`config.mk`:
```
export PLATFORM = sky130hd
export DESIGN_NAME = adder_sub_acc_n_bits
export DESIGN_NICKNAME = d
export VERILOG_FILES = /design/src/rtl/adder_sub_acc_n_bits.sv
export SDC_FILE = /design/constraint.sdc
export NUM_CORES = 1
export LEC_CHECK = 0
export BUFFER_PORTS_ARGS = -buffer_cell sky130_fd_sc_hd__buf_2
export CAP_MARGIN = 20
export CORE_MARGIN = 2
export CORE_UTILIZATION = 50
export DETAILED_ROUTE_END_ITERATION = 10
export GPL_ROUTABILITY_DRIVEN = 0
export PLACE_DENSITY = 0.79
export SLEW_MARGIN = 0
export SYNTH_ARGS = -nofsm -noshare
export SYNTH_HDL_FRONTEND = slang
export SYNTH_SLANG_ARGS = --single-unit
```
`constraint.sdc`:
```
create_clock -name Clock -period 5.1 [get_ports Clock]
set_clock_uncertainty 0.05 [all_clocks]
set_input_delay 1.02 -clock Clock [delete_from_list [all_inputs] [get_ports Clock]]
set_output_delay 1.02 -clock Clock [all_outputs]
set_load 0.01 [all_outputs]
```
`src/rtl/adder_sub_acc_n_bits.sv`:
```
// Chunk-serial add/subtract/accumulate unit: W bits of the N-bit operands per clock,
// with signed overflow detection, optional saturation and a Start/Busy/Done handshake.
module adder_sub_acc_n_bits #(
    parameter int N   = 8,
    parameter int W   = 4,
    parameter int SAT = 0
) (
    input  logic         Clock,
    input  logic         Reset,
    input  logic [N-1:0] A,
    input  logic         LoadB,
    input  logic         Start,
    input  logic [1:0]   Op,
    output logic [N-1:0] B,
    output logic [N-1:0] S,
    output logic         Carry,
    output logic         Overflow,
    output logic         Busy,
    output logic         Done
);

    localparam int K  = N / W;
    localparam int IW = (K > 1) ? $clog2(K) : 1;

    typedef enum logic [1:0] {IDLE, RUN, DONE} state_t;

    state_t                state, nxt;
    logic signed [N-1:0]   x_reg, y_reg;
    logic        [N-1:0]   part;
    logic                  sub_reg;
    logic                  c_reg;
    logic        [IW-1:0]  idx;

    logic        [W-1:0]   xc, yc;
    logic        [W:0]     sum;
    logic                  last;
    logic                  ovf_last;
    logic        [N-1:0]   res_full;

    // Clamp to the signed range on overflow; the direction follows the sign of X.
    function automatic logic [N-1:0] saturate(input logic [N-1:0] v,
                                              input logic ovf,
                                              input logic neg);
        logic signed [N-1:0] lim;
        if (SAT != 0 && ovf)
            lim = neg ? {1'b1, {(N-1){1'b0}}} : {1'b0, {(N-1){1'b1}}};
        else
            lim = v;
        return lim;
    endfunction

    always_ff @(posedge Clock) begin
        if (Reset) state <= IDLE;
        else       state <= nxt;
    end

    always_comb begin
        nxt = state;
        case (state)
            IDLE:    if (Start) nxt = RUN;
            RUN:     if (last)  nxt = DONE;
            DONE:    nxt = IDLE;
            default: nxt = IDLE;
        endcase
    end

    always_comb begin
        Busy = (state == RUN);
        Done = (state == DONE);
    end

    // Current chunk; the final chunk is merged straight into the result so S updates on the DONE edge.
    always_comb begin
        xc       = x_reg[idx*W +: W];
        yc       = y_reg[idx*W +: W] ^ {W{sub_reg}};
        sum      = {1'b0, xc} + {1'b0, yc} + {{W{1'b0}}, c_reg};
        last     = (idx == IW'(K - 1));
        ovf_last = (xc[W-1] == yc[W-1]) && (sum[W-1] != xc[W-1]);
        res_full = part;
        res_full[idx*W +: W] = sum[W-1:0];
    end

    always_ff @(posedge Clock) begin
        if (Reset) begin
            x_reg    <= '0;
            y_reg    <= '0;
            part     <= '0;
            sub_reg  <= 1'b0;
            c_reg    <= 1'b0;
            idx      <= '0;
            B        <= '0;
            S        <= '0;
            Carry    <= 1'b0;
            Overflow <= 1'b0;
        end else begin
            case (state)
                IDLE: begin
                    if (LoadB) B <= A;
                    if (Start) begin
                        x_reg   <= Op[1] ? S : A;
                        y_reg   <= Op[1] ? A : B;
                        sub_reg <= Op[0];
                        c_reg   <= Op[0];
                        idx     <= '0;
                    end
                end
                RUN: begin
                    part[idx*W +: W] <= sum[W-1:0];
                    c_reg            <= sum[W];
                    idx              <= idx + 1'b1;
                    if (last) begin
                        S        <= saturate(res_full, ovf_last, xc[W-1]);
                        Carry    <= sum[W];
                        Overflow <= ovf_last;
                    end
                end
                default: ;
            endcase
        end
    end

endmodule

```
==> results of run 1 <==
power by group through the flow:
stage               sequential [mW]  clock [mW]  combinational [mW]
floorplan                     0.382           0               0.120
global placement              0.385           0               0.143
detailed placement            0.386           0               0.147
CTS                           0.378       0.239               0.148
global route                  0.381       0.253               0.164
finish                        0.378       0.232               0.146
cell families after synthesis:
group,share of synthesized area [%]
mux,16.4
xor+xnor,3.00
fa+ha+maj,3.79
compound gates,15.5
flops,42.1
simple gates,13.9
buf+inv,5.32
placed cells by master, fill, tap and decap left out, drive strengths merged:
cell and n:
nand3 1, fa 2, nor2b 2, o21ai 1
inv 4, nor3 3, a32o 1, dfxtp 43
nor2 32, a22oi 1, a21o 1, xnor2 6
o31ai 2, xor2 1, o21a 2, ha 3
a211oi 17, and2b 2, a21oi 12, nand3b 1
mux2 4, and2 1, buf 34, nand2b 1
clkbuf 8, nand2 17, nor3b 2, mux2i 29
worst max path at each step:
| stage | start | slack, ns | depth (start not counted) | end |
|---|---|---|---|---|
| after floorplan | idx | 2.91 | 9 | c_reg |
| after global placement | Start | 2.55 | 5 | y_reg[0] |
| after detailed placement | Start | 2.43 | 5 | y_reg[0] |
| after CTS | idx | 2.61 | 6 | S[7] |
| after global routing | idx | 2.44 | 8 | c_reg |
| final | idx | 2.61 | 6 | S[7] |
worst reg2reg max path, delay by kind of cell (launching register included):
kind,cells,cell delay [ns]
XOR/XNOR,1,0.24
flip-flops,1,0.69
AO/OA/AOI/OAI,3,0.53
adder cells (fa/ha/maj),1,0.42
multiplexers,1,0.41
cell type report:
type                       instances  area, µm²
timing repair buffer              34        173
tap                               50       62.6
fill                             369       1680
sequential                        43        861
inverter                           4       15.0
clock buffer                       8        100
multi-input combinational        144       1080
per-layer routing:
metal,GRT usage (%),part of all wire (%),up-vias
met5,0,0,-
met4,8.50,1.8,0
met3,4.11,5.2,7
met2,31.8,47,40
met1,23.6,46,694
li1,-,-,758
==> results_tabular.tex, run 1 <==
\begin{tabular}{lr}
\hline
Metric & Value \\
\hline
\multicolumn{2}{l}{\textbf{Timing}} \\
\quad Final number of max-transition violations & 0 \\
\quad Final setup TNS & 0 ns \\
\quad Setup violations, final & 0 \\
\quad Unrepaired setup endpoints after global routing & false \\
\quad Setup WS post-layout & 2.61 ns \\
\quad Ratio of final minimum period to clock period & 48.8\% \\
\quad Relative slew slack & just over 30\% \\
\quad Final min period & $\sim$2.5 ns \\
\quad Post-route worst hold slack & just over 0.4 ns \\
\quad Max Fclk & around 0.40 GHz \\
\quad Hold Violations, Final & 0 \\
\quad Pin slew with the least headroom to its limit & around 1.0 ns \\
\multicolumn{2}{l}{\textbf{Power and ir drop}} \\
\quad Leakage power of the design & a little under 1 nW \\
\quad Net switching power figure & 0.207 mW \\
\quad Power density cells & around 330 nW/µm² \\
\quad Portion of total power attributed to sequential cells & between 50\% and 60\% \\
\quad Internal power & 0.549 mW \\
\quad Relative contribution of the clock network to total power & between 30\% and 40\% \\
\quad Worst vdd rail ir drop & 0.000247 V \\
\quad Switching Share & 27.4\% \\
\quad Share of total power in combinational logic & between 10\% and 20\% \\
\quad Overall power after layout & 0.756 mW \\
\multicolumn{2}{l}{\textbf{Setup path}} \\
\quad Critical path peak fanout & 13 \\
\quad R2R Path Start & idx \\
\quad Slowest stage cell, crit path & dfxtp\_1 \\
\quad Setup Crit Path Kind & reg2reg \\
\quad R2R Setup Slk & approximately 2.6 ns \\
\quad Crit-path cells & mux2\_2 -> fa\_1 -> a21o\_1 -> a21oi\_1 -> xor2\_1 -> o31ai\_1 \\
\quad Stage delay of the slowest cell on the critical path & 0.69 ns \\
\quad Crit path buffers/inverters & 0 \\
\quad Worst r2r path cells & 6 \\
\quad Startpoint types & flop \\
\quad WP data arrival & approximately 2.6 ns \\
\quad Kind of end point of the critical path & flop \\
\quad Reg2Reg Capture Point & S[7] \\
\quad CP top delay family & flip-flops \\
\quad Required time reported for the critical path endpoint & a little over 5 ns \\
\multicolumn{2}{l}{\textbf{Synthesis}} \\
\quad Asr flop ratio synth & 0\% \\
\quad Nets in the synthesized netlist & 225 \\
\quad Prevailing post-synth register cell & dfxtp\_1 \\
\quad Post-synthesis cell type count & 36 \\
\quad Seq cells post-synth & 43 \\
\quad Cell types with the largest area share after synthesis & dfxtp\_1, mux2i\_1, a211oi\_2 \\
\quad Number of synthesized flops with an enable pin & 0 \\
\quad Syn Std Cell Area & roughly 2000 µm² \\
\quad Gate count after technology mapping & 206 \\
\quad Most frequent cells after synthesis & dfxtp\_1, nor2\_1, mux2i\_1, nand2\_1, a211oi\_2 \\
\quad Sequential cell area fraction in the yosys report & approximately 42\% \\
\quad Most instantiated library cell after synthesis & dfxtp\_1 \\
\quad Largest area contributor in the netlist & dfxtp\_1 \\
\quad Proportion of netlist area held by the largest area contributor & 42.1\% \\
\quad Average cell area after synthesis & $\sim$9.9 µm² \\
\quad Number of warning messages in the yosys log & 0 \\
\multicolumn{2}{l}{\textbf{GRT}} \\
\quad First-pass GRT wire length & 6510 µm \\
\quad Grt ovf & 0 \\
\quad Initial antenna violation count & 0 \\
\quad Overall global routing resource usage & 19.1\% \\
\quad Via count of the first global-routing pass & $\sim$1400 \\
\quad Maximum number of pins on one net before global-route repair & between 40 and 50 \\
\multicolumn{2}{l}{\textbf{Job}} \\
\quad Maximum capacitance violations & 0 \\
\multicolumn{2}{l}{\textbf{Detailed routing}} \\
\quad ANT nets after route & 0 \\
\quad Detailed-route via count & between 1000 and 1500 \\
\quad Routed wire length & between 3000 and 4000 µm \\
\quad Average wire per cell in the routed design & roughly 14 µm \\
\quad TritonRoute pass-1 iters & 5 \\
\quad Detailed-route DRC error count & 0 \\
\quad Avg Vias per Cell & 5.30 \\
\quad Violation count after the first detailed-routing iteration & 95 \\
\multicolumn{2}{l}{\textbf{Clock tree}} \\
\quad TritonCTS clock tree & yes \\
\quad Post-CTS Setup Bufs & 0 \\
\quad Quantity of hold-fixing buffers added after cts & 0 \\
\quad Maximum clock path buffer count & 2 \\
\quad Num Clock Sinks & 43 \\
\quad Post\_cts resized & 0 \\
\quad Number of H-tree levels & 2 \\
\quad Clock tree root driver cell & clkbuf\_8 \\
\quad Clock transition at the registers of the reported paths & 0.08 ns \\
\quad Insertion delay to the later sink of the worst-skew pair & 0.29 ns \\
\quad Number of buffers added by the clock tree synthesis step & 5 \\
\multicolumn{2}{l}{\textbf{Placement}} \\
\quad Post-detail-place hpwl & roughly 2700 µm \\
\quad Worst slack at placement & roughly 2.4 ns \\
\quad Inst Count DP & approximately 280 \\
\quad Number of input and output port buffers inserted & 33 \\
\quad Cell area after placement & approximately 2200 µm² \\
\multicolumn{2}{l}{\textbf{Final layout}} \\
\quad Utilization after layout & between 50\% and 60\% \\
\quad Share of post-route cells with drive strength above 1 & 27.5\% \\
\quad Filler-free cell count of the finished design & roughly 280 \\
\quad Synth-to-layout area growth & 12.0\% \\
\quad Nets & between 200 and 300 \\
\quad Cell area after layout & approximately 2300 µm² \\
\quad Antenna Cells & 0 \\
\multicolumn{2}{l}{\textbf{Hold path}} \\
\quad Start point of the worst min-delay path & part[1] \\
\quad Endpoint, Worst Hold & S[1] \\
\quad Number of cells on the worst hold path & 2 \\
\quad Class of the tightest hold or removal check & reg2reg \\
\multicolumn{2}{l}{\textbf{Floorplan}} \\
\quad Core area & 3970 µm² \\
\quad Area of the die & around 4600 µm² \\
\quad Vertical die dimension & 68.0 µm \\
\quad Number of rows created at floorplan & 23 \\
\quad Die Span X & about 70 µm \\
\quad Number of top-level pins & 34 \\
\quad Starting density of the core & around half \\
\multicolumn{2}{l}{\textbf{Status}} \\
\quad Outcome & complete, no violations \\
\hline
\end{tabular}
(Power assumes the default switching activity.)
==> run 2: changes to the inputs <==
--- a/config.mk
+++ b/config.mk
@@ -5,13 +5,14 @@
 export SDC_FILE = /design/constraint.sdc
 export NUM_CORES = 1
 export LEC_CHECK = 0
+export ABC_AREA = 1
 export BUFFER_PORTS_ARGS = -buffer_cell sky130_fd_sc_hd__buf_2
 export CAP_MARGIN = 20
 export CORE_MARGIN = 2
 export CORE_UTILIZATION = 50
 export DETAILED_ROUTE_END_ITERATION = 10
 export GPL_ROUTABILITY_DRIVEN = 0
-export PLACE_DENSITY = 0.79
+export PLACE_DENSITY = 0.82
 export SLEW_MARGIN = 0
 export SYNTH_ARGS = -nofsm -noshare
 export SYNTH_HDL_FRONTEND = slang
==> constraint.sdc (replaced) <==
create_clock -name Clock -period 2 [get_ports Clock]
set_clock_uncertainty 0.05 [all_clocks]
set_input_delay 0.4 -clock Clock [delete_from_list [all_inputs] [get_ports Clock]]
set_output_delay 0.4 -clock Clock [all_outputs]
set_load 0.01 [all_outputs]
==> run 2 against run 1 <==
Net effect: register-to-register slack worse by 2.5 ns; die area rose by 1.2%; via count is 26% higher; highest routed layer unchanged; largest power group unchanged; worst hold slack got worse by 0.036 ns; first-iteration DRC count increased by 58%; critical path depth up 4; synthesized cell count up 45%; sequential share of layout area is 0.84 points lower.
==> results_tabular.tex, run 2 <==
\begin{tabular}{lr}
\hline
Metric & Value \\
\hline
\multicolumn{2}{l}{\textbf{Setup path}} \\
\quad Critical path peak fanout & 4 (-9) \\
\quad WP data arrival & 2.08 ns (-0.50 ns) \\
\quad Required time reported for the critical path endpoint & 2.19 ns (-3.00 ns) \\
\quad Startpoint types & flop \\
\quad Kind of end point of the critical path & flop \\
\quad Setup Crit Path Kind & reg2reg \\
\multicolumn{2}{l}{\textbf{Timing}} \\
\quad Pin slew with the least headroom to its limit & 0.426 ns (-0.616 ns) \\
\quad Ratio of final minimum period to clock period & 94.4\% (+46 points) \\
\quad Hold Violations, Final & 0 (unchanged) \\
\quad Final number of max-transition violations & 0 (unchanged) \\
\quad Unrepaired setup endpoints after global routing & true \\
\quad Setup violations, final & 0 (unchanged) \\
\quad Max Fclk & 0.530 GHz (+32\%) \\
\quad Final min period & 1.89 ns (-0.601 ns) \\
\quad Relative slew slack & 71.6\% (+41 points) \\
\quad Setup WS post-layout & 0.112 ns (-2.50 ns) \\
\multicolumn{2}{l}{\textbf{Floorplan}} \\
\quad Number of top-level pins & 34 (unchanged) \\
\quad Area of the die & 4680 µm² (+1.2\%) \\
\quad Vertical die dimension & 68.4 µm (+0.60\%) \\
\quad Core area & 4000 µm² (+0.72\%) \\
\quad Die Span X & 68.4 µm (+0.60\%) \\
\quad Starting density of the core & 51.8\% (+0.29 points) \\
\quad Number of rows created at floorplan & 23 (unchanged) \\
\multicolumn{2}{l}{\textbf{Final layout}} \\
\quad Antenna Cells & 0 (unchanged) \\
\quad Multi-input logic area & 995 µm² (-8.0\%) \\
\quad Leading cell types in the layout, fill and taps excluded & nand2\_1, dfxtp\_1, inv\_1, o21ai\_0, buf\_2 \\
\quad Filler-free cell count of the finished design & 380 (+34\%) \\
\quad Area occupied by registers & 861 µm² (unchanged) \\
\quad Filler Cell Count & 355 (-3.8\%) \\
\quad Utilization after layout & 58.6\% (+0.90 points) \\
\quad Synth-to-layout area growth & 13.2\% \\
\quad Nets & 350 (+39\%) \\
\quad Most common cell after layout, fill and taps aside & nand2\_1 \\
\quad Cell area after layout & 2340 µm² (+2.3\%) \\
\quad Share of post-route cells with drive strength above 1 & 18.2\% (-9.3 points) \\
\multicolumn{2}{l}{\textbf{Detailed routing}} \\
\quad Detailed-route DRC error count & 0 (unchanged) \\
\quad Avg Vias per Cell & 4.97 (-6.2\%) \\
\quad ANT nets after route & 0 (unchanged) \\
\quad Routed wire length & 4530 µm (+17\%) \\
\quad Detailed-route via count & 1889 (+26\%) \\
\quad Violation count after the first detailed-routing iteration & 150 (+58\%) \\
\quad TritonRoute pass-1 iters & 4 (-1) \\
\quad Average wire per cell in the routed design & 11.9 µm (-13\%) \\
\multicolumn{2}{l}{\textbf{Placement}} \\
\quad Inst Count DP & 374 (+36\%) \\
\quad Number of input and output port buffers inserted & 33 (unchanged) \\
\quad Worst slack at placement & 0.0740 ns (-2.36 ns) \\
\quad Post-detail-place hpwl & 3370 µm (+25\%) \\
\quad Cell area after placement & 2260 µm² (+3.1\%) \\
\multicolumn{2}{l}{\textbf{GRT}} \\
\quad Grt ovf & 0 (unchanged) \\
\quad Overall global routing resource usage & 21.7\% (+2.6 points) \\
\quad First-pass GRT wire length & 7330 µm (+12\%) \\
\quad Maximum number of pins on one net before global-route repair & 33 (-28\%) \\
\quad Initial antenna violation count & 0 (unchanged) \\
\quad Via count of the first global-routing pass & 1657 (+15\%) \\
\multicolumn{2}{l}{\textbf{Synthesis}} \\
\quad Multiplexer share of the synthesized area & 0\% (-16 points) \\
\quad Number of warning messages in the yosys log & 0 (unchanged) \\
\quad Seq cells post-synth & 43 (unchanged) \\
\quad Simple-gate share of the synthesized area & 24.9\% (+11 points) \\
\quad Most frequent cells after synthesis & nand2\_1, dfxtp\_1, inv\_1, o21ai\_0, a21oi\_1 \\
\quad Proportion of netlist area held by the largest area contributor & 41.5\% (-0.53 points) \\
\quad Complex-gate fraction of the synthesized area & 16.7\% (+1.2 points) \\
\quad Nets in the synthesized netlist & 318 (+41\%) \\
\quad Area share of fa/ha/maj cells after synthesis & 3.74\% (-0.048 points) \\
\quad Average cell area after synthesis & 6.93 µm² (-30\%) \\
\quad Gate count after technology mapping & 299 (+45\%) \\
\quad Cell types with the largest area share after synthesis & dfxtp\_1, nand2\_1, o21ai\_0 \\
\quad Syn Std Cell Area & 2070 µm² (+1.3\%) \\
\quad Prevailing post-synth register cell & dfxtp\_1 \\
\quad Xor and xnor area share after synthesis & 2.11\% (-0.88 points) \\
\quad Largest area contributor in the netlist & dfxtp\_1 \\
\quad Post-synthesis cell type count & 27 (-25\%) \\
\quad Sequential cell area fraction in the yosys report & 41.5\% (-0.53 points) \\
\quad Asr flop ratio synth & 0\% (unchanged) \\
\quad Largest family of logic cells by synthesized area & simple AND/OR/NAND/NOR gates \\
\quad Number of synthesized flops with an enable pin & 0 (unchanged) \\
\quad Most instantiated library cell after synthesis & nand2\_1 \\
\multicolumn{2}{l}{\textbf{Power and ir drop}} \\
\quad Power density cells & 749 nW/µm² (+130\%) \\
\quad Overall power after layout & 1.76 mW (+130\%) \\
\quad Worst vdd rail ir drop & 0.000374 V (+51\%) \\
\quad Leakage power of the design & 1.11 nW (+14\%) \\
\multicolumn{2}{l}{\textbf{Clock tree}} \\
\quad Num Clock Sinks & 43 (unchanged) \\
\quad Clock tree root driver cell & clkbuf\_8 \\
\quad Number of buffers added by the clock tree synthesis step & 5 (unchanged) \\
\quad Insertion delay to the later sink of the worst-skew pair & 0.30 ns (about the same) \\
\quad Number of H-tree levels & 2 (unchanged) \\
\quad TritonCTS clock tree & yes \\
\quad Clock transition at the registers of the reported paths & 0.08 ns (about the same) \\
\quad Maximum clock path buffer count & 2 (unchanged) \\
\multicolumn{2}{l}{\textbf{Job}} \\
\quad Maximum capacitance violations & 0 (unchanged) \\
\multicolumn{2}{l}{\textbf{Status}} \\
\quad Outcome & complete, no violations \\
\multicolumn{2}{l}{\textbf{Hold path}} \\
\quad Class of the tightest hold or removal check & in2reg \\
\hline
\end{tabular}
-- run 2: cell count changes after synthesis, moves of 7 or more --
cell,previous run,this run
nand2_1,16,101
o21ai_0,1,34
inv_1,4,36
mux2i_1,29,0
nor2_1,32,9
a21oi_1,11,29
a211oi_2,13,0
nand3_1,1,8
-- run 2: repair_timing --
item                       in CTS  in global routing
resized for setup               0                  4
setup endpoints to repair       0                  6
hold buffers                    0                  0
buffers inserted                0                  0
-- run 2: cell families after synthesis --
group,after synthesis
XOR/XNOR,5
flip-flops,43
AO/OA/AOI/OAI,67
buffers and inverters,53
AND/OR/NAND/NOR,126
adder cells (fa/ha/maj),5
-- run 2: routing by layer --
layer | vias to the layer above | global-route usage, % | wire (µm)
li1 | 995 | - | -
met1 | 821 | 27.2 | 2050
met2 | 62 | 34.1 | 2030
met3 | 11 | 5.26 | 334
met4 | 0 | 12.0 | 114
met5 | - | 0 | 0
-- run 2: where the power goes --
group	switching [mW]	internal, mW
combinational	0.201	0.114
clock	0.272	0.233
sequential	0.0304	0.905
-- run 2: path summary, 6_finish.rpt --
check | start | endpoint | slack [ns] | depth (start not counted)
min | Op[0] | sub_reg | 0.37 | 3
max reg2reg | idx | part[1] | 0.11 | 10
max | idx | part[1] | 0.11 | 10
min reg2reg | part[2] | S[2] | 0.39 | 2
-- run 2: area by class of cell --
cell class / instances / area share, %
Multi-Input combinational cell: 203 / 42.4
Timing Repair Buffer: 38 / 8.64
Inverter: 40 / 6.46
Sequential cell: 43 / 36.7
Clock buffer: 6 / 3.09
Tap cell: 50 / 2.67
-- run 2: critical path, cell delays in order (launching register included) --
cell and delay [ns]:
dfxtp_1 0.37, inv_2 0.06, nand2_1 0.06, nand2_1 0.05, xor2_1 0.15, fa_2 0.34
inv_1 0.08, fa_2 0.43, nand2_1 0.07, o21ai_0 0.07, nor2_1 0.09
-- run 2: per-stage QoR --
step,TNS (ns),hold slack (ns)
2_1_floorplan,0,0.369
3_3_place_gp,0,0.382
3_5_place_dp,0,0.385
4_1_cts,0,0.372
5_1_grt,-0.0349,0.389
6_report,0,0.374
